**config.mk**
```make
export PLATFORM = sky130hd
export DESIGN_NAME = admo_div
export DESIGN_NICKNAME = d
export VERILOG_FILES = /design/src/rtl/admo_div_pkg.sv /design/src/rtl/admo_div_step.sv /design/src/rtl/admo_div.sv
export SDC_FILE = /design/constraint.sdc
export NUM_CORES = 1
export LEC_CHECK = 0
export CORE_ASPECT_RATIO = 1.5
export CORE_MARGIN = 2
export CORE_UTILIZATION = 50
export DETAILED_ROUTE_END_ITERATION = 10
export GPL_ROUTABILITY_DRIVEN = 0
export PLACE_DENSITY = 0.68
export SYNTH_ARGS = -nofsm -noshare
export SYNTH_HDL_FRONTEND = slang
export SYNTH_SLANG_ARGS = --single-unit
export TNS_END_PERCENT = 20
```
**constraint.sdc**
```tcl
create_clock -name clk -period 5.9 [get_ports clk]
set_clock_uncertainty 0.15 [all_clocks]
set_input_delay 0.885 -clock clk [delete_from_list [all_inputs] [get_ports clk]]
set_output_delay 0.885 -clock clk [all_outputs]
set_load 0.05 [all_outputs]
```
**src/rtl/admo_div_pkg.sv**
```systemverilog
// Shared types for the ADMO iterative divider: operation codes, FSM states
// and small decode helpers used by the divider top level.
package admo_div_pkg;

    localparam int DIV_DATA_WIDTH = 32;

    typedef enum logic [1:0] {
        OP_DIV  = 2'b00,
        OP_DIVU = 2'b01,
        OP_REM  = 2'b10,
        OP_REMU = 2'b11
    } div_op_e;

    typedef enum logic [1:0] {
        ST_IDLE = 2'b00,
        ST_CALC = 2'b01,
        ST_DONE = 2'b10
    } div_state_e;

    // Bit 0 clear means a signed operation, bit 1 set means remainder.
    function automatic logic op_is_signed(input div_op_e op);
        return ~op[0];
    endfunction

    function automatic logic op_is_rem(input div_op_e op);
        return op[1];
    endfunction

endpackage

```
**src/rtl/admo_div_step.sv**
```systemverilog
// One combinational restoring-division iteration over a {rem, quo} pair.
module admo_div_step #(
    parameter int DATA_WIDTH = 32
) (
    input  logic [DATA_WIDTH-1:0] rem,
    input  logic [DATA_WIDTH-1:0] quo,
    input  logic [DATA_WIDTH-1:0] divisor,
    output logic [DATA_WIDTH-1:0] next_rem,
    output logic [DATA_WIDTH-1:0] next_quo
);

    logic [DATA_WIDTH:0] rem_shift;
    logic                trial_ok;

    // The shifted remainder needs one extra bit; the trial result always fits back in DATA_WIDTH.
    assign rem_shift = {rem, quo[DATA_WIDTH-1]};
    assign trial_ok  = (rem_shift >= {1'b0, divisor});
    assign next_rem  = trial_ok ? DATA_WIDTH'(rem_shift - {1'b0, divisor})
                                : rem_shift[DATA_WIDTH-1:0];
    assign next_quo  = {quo[DATA_WIDTH-2:0], trial_ok};

endmodule

```
**src/rtl/admo_div.sv**
```systemverilog
// ADMO iterative divider: start/done handshake around a restoring divider,
// with fast completion for divide-by-zero and signed overflow.
module admo_div
    import admo_div_pkg::*;
#(
    parameter int DATA_WIDTH = DIV_DATA_WIDTH
) (
    input  logic                  clk,
    input  logic                  rst,
    input  logic                  div_start,
    input  logic [1:0]            div_op,
    input  logic [DATA_WIDTH-1:0] div_a,
    input  logic [DATA_WIDTH-1:0] div_b,
    output logic                  div_ready,
    output logic                  div_busy,
    output logic                  div_done,
    output logic [DATA_WIDTH-1:0] div_res
);

    localparam int CW = $clog2(DATA_WIDTH + 1);
    localparam logic [DATA_WIDTH-1:0] MOST_NEG = {1'b1, {(DATA_WIDTH-1){1'b0}}};

    div_state_e state, state_next;

    div_op_e               op_in;
    div_op_e               op_q;
    logic                  a_neg_q, b_neg_q;
    logic [DATA_WIDTH-1:0] rem_q, quo_q, divisor_q, res_q;
    logic [CW-1:0]         count_q;

    logic                  accept;
    logic                  a_neg, b_neg;
    logic [DATA_WIDTH-1:0] a_mag, b_mag;
    logic                  div_zero, overflow, fast;
    logic [DATA_WIDTH-1:0] fast_res;
    logic [DATA_WIDTH-1:0] step_rem, step_quo;
    logic [DATA_WIDTH-1:0] quo_fix, rem_fix, calc_res;
    logic                  last_step;

    assign op_in  = div_op_e'(div_op);
    assign accept = div_start & (state == ST_IDLE);

    // Signed operations work on magnitudes; the most-negative value maps onto itself, which is correct unsigned.
    always_comb begin
        a_neg    = op_is_signed(op_in) & div_a[DATA_WIDTH-1];
        b_neg    = op_is_signed(op_in) & div_b[DATA_WIDTH-1];
        a_mag    = a_neg ? -div_a : div_a;
        b_mag    = b_neg ? -div_b : div_b;
        div_zero = (div_b == '0);
        overflow = op_is_signed(op_in) & (div_a == MOST_NEG) & (div_b == '1);
        fast     = div_zero | overflow;
        if (op_is_rem(op_in)) begin
            fast_res = div_zero ? div_a : '0;
        end else begin
            fast_res = div_zero ? '1 : MOST_NEG;
        end
    end

    admo_div_step #(
        .DATA_WIDTH(DATA_WIDTH)
    ) u_step (
        .rem     (rem_q),
        .quo     (quo_q),
        .divisor (divisor_q),
        .next_rem(step_rem),
        .next_quo(step_quo)
    );

    assign last_step = (state == ST_CALC) && (count_q == CW'(1));

    // Sign correction is applied to the final step output so the result is registered on entry to DONE.
    always_comb begin
        quo_fix = step_quo;
        rem_fix = step_rem;
        if (op_q == OP_DIV && (a_neg_q ^ b_neg_q)) begin
            quo_fix = -step_quo;
        end
        if (op_q == OP_REM && a_neg_q) begin
            rem_fix = -step_rem;
        end
        calc_res = op_is_rem(op_q) ? rem_fix : quo_fix;
    end

    always_ff @(posedge clk) begin
        if (rst) begin
            state <= ST_IDLE;
        end else begin
            state <= state_next;
        end
    end

    always_comb begin
        state_next = state;
        div_ready  = 1'b0;
        div_busy   = 1'b0;
        div_done   = 1'b0;
        case (state)
            ST_IDLE: begin
                div_ready = 1'b1;
                if (accept) begin
                    state_next = fast ? ST_DONE : ST_CALC;
                end
            end
            ST_CALC: begin
                div_busy = 1'b1;
                if (count_q == CW'(1)) begin
                    state_next = ST_DONE;
                end
            end
            ST_DONE: begin
                div_busy   = 1'b1;
                div_done   = 1'b1;
                state_next = ST_IDLE;
            end
            default: begin
                state_next = ST_IDLE;
            end
        endcase
    end

    always_ff @(posedge clk) begin
        if (rst) begin
            op_q      <= OP_DIV;
            a_neg_q   <= 1'b0;
            b_neg_q   <= 1'b0;
            rem_q     <= '0;
            quo_q     <= '0;
            divisor_q <= '0;
            count_q   <= '0;
            res_q     <= '0;
        end else begin
            if (accept) begin
                op_q      <= op_in;
                a_neg_q   <= a_neg;
                b_neg_q   <= b_neg;
                rem_q     <= '0;
                quo_q     <= a_mag;
                divisor_q <= b_mag;
                count_q   <= CW'(DATA_WIDTH);
                if (fast) begin
                    res_q <= fast_res;
                end
            end else if (state == ST_CALC) begin
                rem_q   <= step_rem;
                quo_q   <= step_quo;
                count_q <= count_q - CW'(1);
                if (last_step) begin
                    res_q <= calc_res;
                end
            end
        end
    end

    assign div_res = res_q;

endmodule

```
==> run metrics <==
CTS Hold Bufs 0; drt wl/cell between 20 and 25 µm; number of cells on the worst reg-to-reg path 16; Tcrit/Tclk final 84.3%; HPWL after DPL around 29000 µm; root buf cell clkbuf_16; Seq. cell area about 2800 µm²; Cells after Synth ~1500; First-pass DRT Iterations 8; largest fanout on the critical path 55; area fraction of the dominant cell type after synthesis about a quarter; Synth Warn # 0; Seq/Total Area, Yosys 24.6%; final hold violation count 0; Layout Nets ~1700; Design Power about 4.5 mW; CTS Buf Count 17; Vias/cell 6.28; I/O Buffers roughly 100; CP Data Arrival Time about 5.2 ns; detailed-route via count about 12000; minimum clock period after layout slightly below 5 ns; DRC Markers 0; critical path startpoint rem_q[5]; Final Max Slew Viols 0; Area Overhead vs Synth 15.2%; Gate power share between 50% and 60%; RR Endpoint div_res[28]; CP Launch Type flop; RSZ-0062 raised after global routing no; most frequent cell after synthesis nor2_1; Tightest Pin Transition between 1 and 1.5 ns; Avg Cell Area, Syn around 7.4 µm²; maxcap violations 0; Die Wd between 100 and 150 µm; IO Count between 100 and 150; Net Count, Synth 1641; P_int ~2.5 mW; clock latency on the worst-skew pair ~0.44 ns; Worst Setup EP div_res[28]; H-tree levels 4; initial antenna violation count 0; first-pass GRT wire length just under 60000 µm; fillcell total about 2200; GRT Overall Usage between 30% and 40%; FF-to-FF Start rem_q[5]; Seq pwr share between 20% and 30%; Sw Ratio around 44%; ranking of synthesized cells by area dfxtp_1, nor2_1, a211oi_1; worst hold-check path type flop to flop; layout cells sized above 1 between 5 and 6%; largest net degree at the start of global routing 77; CP required about 6.1 ns; Post-synth EDFFs 0; # diodes 0; Async SR Flop Fraction 0%; Starting Density between 50% and 60%; Post-CTS Setup Bufs 0; Die Y 189 µm; top_reg_cell synth dfxtp_1; Synth cell types 84; clk buf depth 2; routed wire length about 38000 µm; commonest cells in the synthesized netlist nor2_1, dfxtp_1, nand2_1, a21oi_1, a211oi_1; biggest area consumer among synthesized cells dfxtp_1; total leakage power between 4 and 5 nW; critical path capture point type flop; Rows 67; clk slew on worst S/H paths roughly 0.06 ns; Worst R2R Setup Slack ~0.9 ns; Post-Synthesis Cell Area approximately 11000 µm²; net switching power figure 1.99 mW; relative slew slack 30.6%; achievable frequency approximately 0.20 GHz; CTS Sinks 140; CTS resizes 0; Die ar. 24000 µm²; Setup Crit Path Kind flop to flop; Initial DRC Count a little under 900; GR Overflow Total 0; Multi-input gate area roughly 8000 µm²; Final setup viols 0; vias in the first global route ~11000; core region area between 20000 and 25000 µm²; register bit total from synthesis 140; Clock power frac 24.5%; Final TNS setup 0 ns; DRT antenna net count 0; Peak supply drop around 240 µV; CTS tree built; power density cells approximately 340 nW/µm²; outcome completed
## routing by layer
metal	GRT usage [%]	up-vias	share of wire [%]
li1	-	5663	-
met4	16.2	0	5.7
met5	0	-	0
met1	36.7	5481	40
met2	55.2	449	50
met3	4.06	110	4.9
## critical path: stages, from the launching register on
cell and delay (ns):
dfxtp_1 0.36, ha_1 0.49, a21oi_1 0.14, o21ai_0 0.44
a221oi_2 0.16, a211o_4 0.39, nand2_8 0.35, mux2i_1 0.33
ha_1 0.29, nand3_1 0.10, nor3_1 0.18, a41oi_1 0.14
a211o_1 0.47, nor4_2 0.35, a21oi_1 0.13, xor2_1 0.19
o41ai_2 0.20
## cell type report
class                   instances  share of cell area, %
well taps                     276                   2.63
flip-flops and latches        140                   21.4
clock inverters                11                  0.897
repair buffers                119                   8.74
clock buffers                  21                   3.59
multi-input cells            1235                   61.0
inverters                      63                   1.82
## power groups by stage
stage               sequential, mW  combinational, mW  clock (mW)
finish                        1.15               2.24        1.10
global route                  1.16               2.44        1.15
CTS                           1.14               2.20        1.11
detailed placement            1.16               2.18           0
global placement              1.16               2.17           0
floorplan                     1.13               1.65           0
## how the worst min path moves through the flow
stage | cells past startpoint | start | end
2_1_floorplan | 2 | divisor_q[31] | divisor_q[31]
3_3_place_gp | 2 | div_res[7] | div_res[7]
3_5_place_dp | 2 | div_res[7] | div_res[7]
4_1_cts | 2 | div_res[7] | div_res[7]
5_1_grt | 2 | divisor_q[31] | divisor_q[31]
6_report | 2 | div_res[7] | div_res[7]
## flip-flops by register name, summed over array words and instances, names as in the netlist
name,cells
div_res,32
divisor_q,32
quo_q,32
rem_q,32
count_q,6
op_q,2
state,2
a_neg_q,1
b_neg_q,1
## cell usage in the layout, fill, tap and decap left out, drive strengths merged, types with 63 or more instances in the layout
cell and instances:
xnor2 68, xor2 74, a21oi 117, dfxtp 140, nand2 126, clkdlybuf4s50 102, inv 63, a211oi 101
o21ai 105, nor2 204
## metrics by stage
stage / util (%) / instances / hold slack, ns / instance area (µm²) / setup WS [ns]
finish: 58.6 / 1865 / 0.293 / 13100 / 0.928
global route: 58.6 / 1865 / 0.329 / 13100 / 0.541
CTS: 58.6 / 1865 / 0.298 / 13100 / 0.944
detailed placement: 56.0 / 1833 / 0.289 / 12500 / 0.827
global placement: 56.0 / 1833 / 0.276 / 12500 / 0.987
floorplan: - / 1529 / 0.282 / 11400 / 1.20
## logic make-up (layout without fill, tap and decap cells)
logic type,after synthesis,count (layout),synth area share (%)
XOR/XNOR,142,142,10.9
multiplexers,65,65,5.75
flip-flops,140,140,24.6
AO/OA/AOI/OAI,461,461,26.9
AND/OR/NAND/NOR,524,524,21.7
adder cells (fa/ha/maj),43,43,4.79
buffers and inverters,154,214,5.32
Power figures use the tool's default switching activity.
==> RTL change 1, RTL diff (config.mk and constraints unchanged) <==
`DIV_DATA_WIDTH`: 32 -> 16.
--- a/src/rtl/admo_div_pkg.sv
+++ b/src/rtl/admo_div_pkg.sv
@@ -2,7 +2,7 @@
 // and small decode helpers used by the divider top level.
 package admo_div_pkg;
 
-    localparam int DIV_DATA_WIDTH = 32;
+    localparam int DIV_DATA_WIDTH = 16;
 
     typedef enum logic [1:0] {
         OP_DIV  = 2'b00,
Interface: changed (resized div_a, div_b and div_res); port bits go from 104 to 56. The function was not compared with the original's and may differ.
==> RTL change 1 against the original RTL <==
Count of clock-buffer cells in the layout decreased by 10. Die area decreased by 48%. Synthesized cell count shrank 50%. Cell area is 49% lower. Non-clock buffer count down 59. Setup slack improved by 0.58 ns. Area after synthesis down 49%. Sequential cell count shrank 65. Clock power shrank 47%. Utilization barely moved. Wire length down 53%. Total power decreased by 45%. Largest cell class unchanged. Largest power group unchanged.
==> RTL change 1: results (changes against the original RTL) <==
Worst setup path
  – Critical path origin: rem_q[13]
  – Reg2Reg Depth: 14 (-2)
  – R2r setup slk: 1.50 ns (+0.58 ns)
  – CP Max Fanout: 25 (-55%)

Drt
  – First DRT Iteration DRCs: 474 (-45%)
  – 1st-pass router iterations: 5 (-3)
  – Routed vias: 5,845 (-50%)
  – Routed WL: 17,800 µm (-53%)

Global route
  – Vias in the first global route: 5,641 (-49%)
  – Met2 Usage GRT: 48.9% (-6.3 points)
  – GRT Total Usage: 28.9% (-2.4 points)
  – GR Util met1: 33.8% (-2.9 points)
  – Pin count of the biggest net entering global routing: 55 (-29%)
  – Met3 Usage GRT: 4.17% (+0.11 points)

Yosys
  – Average cell area after synthesis: 7.54 µm² (+1.2%)
  – Commonest cells post-synth: 101 x nor2_1, 75 x dfxtp_1, 72 x a21oi_1, 51 x nand2_1
  – Register area share after synthesis: 25.9% (+1.3 points)
  – Syn Nets: 832 (-49%)
  – Largest cells by area after synthesis: dfxtp_1 26%, nor2_1 6.5%, a21oi_1 6.2%

Finish
  – Layout cells sized above 1: 4.25% (-1.2 points)
  – Layout area overhead: 15.5%

Clock network
  – Clock Latency Late Sink: 0.34 ns (-0.10 ns)
  – H-tree depth: 3 (-1)
  – Num CTS Buffers: 9 (-8)

Timing
  – Max_slew headroom: 33.3% (+2.7 points)
  – Worst hold slack: 0.297 ns (+0.00457 ns)
  – Fmax: 0.228 GHz (+13%)

Placement
  – PortBufs: 55 (-47%)
  – DP Worst Slack: 1.45 ns (+0.622 ns)
  – DP Area: 0.00637 mm² (-49%)

Outcome
  – Status: finished, final reports clean

Pwr
  – Leakage: 0.00248 µW (-48%)
-- RTL change 1: cell count changes in the layout (fill, tap and decap cells not counted), moves of 48 or more --
cell,change
clkdlybuf4s50_1,-48
o21ai_0,-62
a211oi_1,-58
nand2_1,-73
nor2_1,-102
xor2_1,-54
dfxtp_1,-65
-- RTL change 1: worst min-delay path, cell delays in order, from the launching register on --
cell and delay, ns:
dfxtp_1 0.31, nand2_1 0.06, nand2_1 0.04
-- RTL change 1: cell families (layout without fill, tap and decap cells) --
family	Yosys count	count (layout)	synth area share [%]
flops	75	75	25.9
xor+xnor	60	60	9.08
fa+ha+maj	27	27	5.96
buf+inv	87	119	6.05
mux	24	24	4.19
compound gates	240	240	27.6
simple gates	255	255	21.2
-- RTL change 1: where the power goes --
group | switching [µW] | internal [µW] | leakage, µW | total (µW)
Sequential | 64.3 | 570 | 0.000616 | 634
Clock | 216 | 369 | 0.000150 | 585
Combinational | 783 | 447 | 0.00171 | 1230
-- RTL change 1: worst max-delay path by stage --
stage,end,cells past startpoint
after CTS,div_res[10],15
after global routing,div_res[10],15
after global placement,div_res[13],12
after floorplan,div_res[14],21
final,div_res[10],14
after detailed placement,div_res[13],12
-- RTL change 1: cell type report --
cell class                      instances  area share, %
Clock inverter                          5           1.16
Sequential cell                        75           22.5
Clock buffer                           11           3.48
Inverter                               43           2.41
Multi-Input combinational cell        606           58.9
Timing Repair Buffer                   60           8.72
Tap cell                              150           2.81
-- RTL change 1: layer usage --
metal	vias up	routed length, µm
li1	2837	-
met1	2703	7000
met3	68	978
met4	0	1190
met2	237	8620
met5	-	0
==> RTL change 2, RTL diff (same settings) <==
Without the edit above. The 3 states of `div_state_e` get a one-hot encoding in 3 bits.
--- a/src/rtl/admo_div_pkg.sv
+++ b/src/rtl/admo_div_pkg.sv
@@ -11,10 +11,10 @@
         OP_REMU = 2'b11
     } div_op_e;
 
-    typedef enum logic [1:0] {
-        ST_IDLE = 2'b00,
-        ST_CALC = 2'b01,
-        ST_DONE = 2'b10
+    typedef enum logic [2:0] {
+        ST_IDLE = 3'b001,
+        ST_CALC = 3'b010,
+        ST_DONE = 3'b100
     } div_state_e;
 
     // Bit 0 clear means a signed operation, bit 1 set means remainder.
Behaviour: no difference found for any inputs over 10 cycles, from zero or initial values and one cycle with rst high; not proved beyond that.
==> RTL change 2 against the original RTL <==
Setup slack worse by 0.26 ns. Sequential cell count up 1. Wire length increased by 0.57%. Area after synthesis fell by 2.3%. Count of clock-buffer cells in the layout shrank 4. Cell area shrank 1.9%. Critical path type unchanged. Critical endpoint unchanged.
Power is not compared: it rests on default switching activity, and its combinational part moved more than twofold at a synthesized area within 25%.
==> RTL change 2: results (changes against the original RTL) <==
Finish
  – Layout cells sized above 1: 5.38% (-0.036 points)
  – Final-layout non-clock buffer area share: 9.14% (+0.40 points)
  – Sequential Area: 0.00282 mm² (+0.71%)
  – Fraction of area in multi-input gates: 59.8% (-1.2 points)
  – Buffers, non-clock: 123 (+3.4%)
  – Non-clk invs: 53 (-16%)
  – Count of nets after finishing: 1,677 (-0.65%)
  – Layout clock area frac: 4.95% (+0.46 points)
  – Fill cells: 2,136 (-1.3%)
  – Cell Count, Final, Fillers Out: 1,853 (-0.64%)

Global route
  – GR Util met1: 36.9% (+0.26 points)
  – GRT Total Usage: 31.9% (+0.66 points)
  – Initial antenna violation count: 1 (+1)
  – Met2 Usage GRT: 54.2% (-1.0 points)
  – Met3 Usage GRT: 5.16% (+1.1 points)
  – Global-route wire length before repair: 60,200 µm (+1.8%)
  – Pin count of the biggest net entering global routing: 91 (+18%)

Placement
  – Cells after DPL: 1,821 (-0.65%)
  – DP Worst Slack: 0.807 ns (-0.0197 ns)
  – Hpwl dp: 28,500 µm (-1.5%)
  – DP Area: 0.0122 mm² (-2.3%)

Die
  – Die X: 126 µm (-1.1%)

Min path
  – Hold_sp: div_res[13]

Outcome
  – Status: finished, final reports clean

Timing
  – Max_slew headroom: 27.5% (-3.1 points)

Drt
  – Avg WL per Cell: 20.6 µm (+1.2%)
  – Met2 Routed Length: 18,500 µm (-2.1%)
  – Met1 Wirelength: 14,600 µm (-2.5%)
  – 1st-pass router iterations: 5 (-3)
  – First DRT Iteration DRCs: 952 (+9.7%)

Worst setup path
  – CP Max Fanout: 14 (-75%)
  – Critical-path top delay cell: a211oi_1

Yosys
  – Average cell area after synthesis: 7.29 µm² (-2.1%)
  – Post-synth cell types: 87 (+3.6%)
  – Syn Nets: 1,635 (-0.37%)
  – Largest cells by area after synthesis: dfxtp_1 25%, nor2_1 7.0%, nand2_1 6.3%
  – Commonest cells post-synth: 208 x nor2_1, 186 x nand2_1, 141 x dfxtp_1, 123 x a21oi_1, 78 x clkbuf_1
  – Register area share after synthesis: 25.4% (+0.76 points)
RTL change 2: cell count changes in the layout (fill, tap and decap cells not counted), sizes merged, moves of 7 or more:
cell	delta
a211oi	-37
a21o	+9
o211ai	-9
xor2	-9
a21oi	+7
mux2i	-44
o21ai	-34
nand2	+60
a311oi	+26
and3	+9
RTL change 2: path summary, 6_finish.rpt:
check | to | slack [ns] | depth (start not counted)
worst max-delay path | div_res[28] | 0.67 | 17
worst min-delay path | div_res[13] | 0.28 | 2
worst max register to register | div_res[28] | 0.67 | 17
worst min register to register | div_res[13] | 0.28 | 2
RTL change 2: cells by family (layout without fill, tap and decap cells):
logic type | after synthesis | count (layout) | synth area share [%]
AOI/OAI and AO/OA | 438 | 438 | 26.7
DFF | 141 | 141 | 25.4
buffers and inverters | 153 | 208 | 5.55
xor gates and xnor gates | 134 | 134 | 10.6
and+or+nand+nor | 600 | 600 | 25.4
muxes | 20 | 20 | 1.82
adders and majority gates | 40 | 40 | 4.57
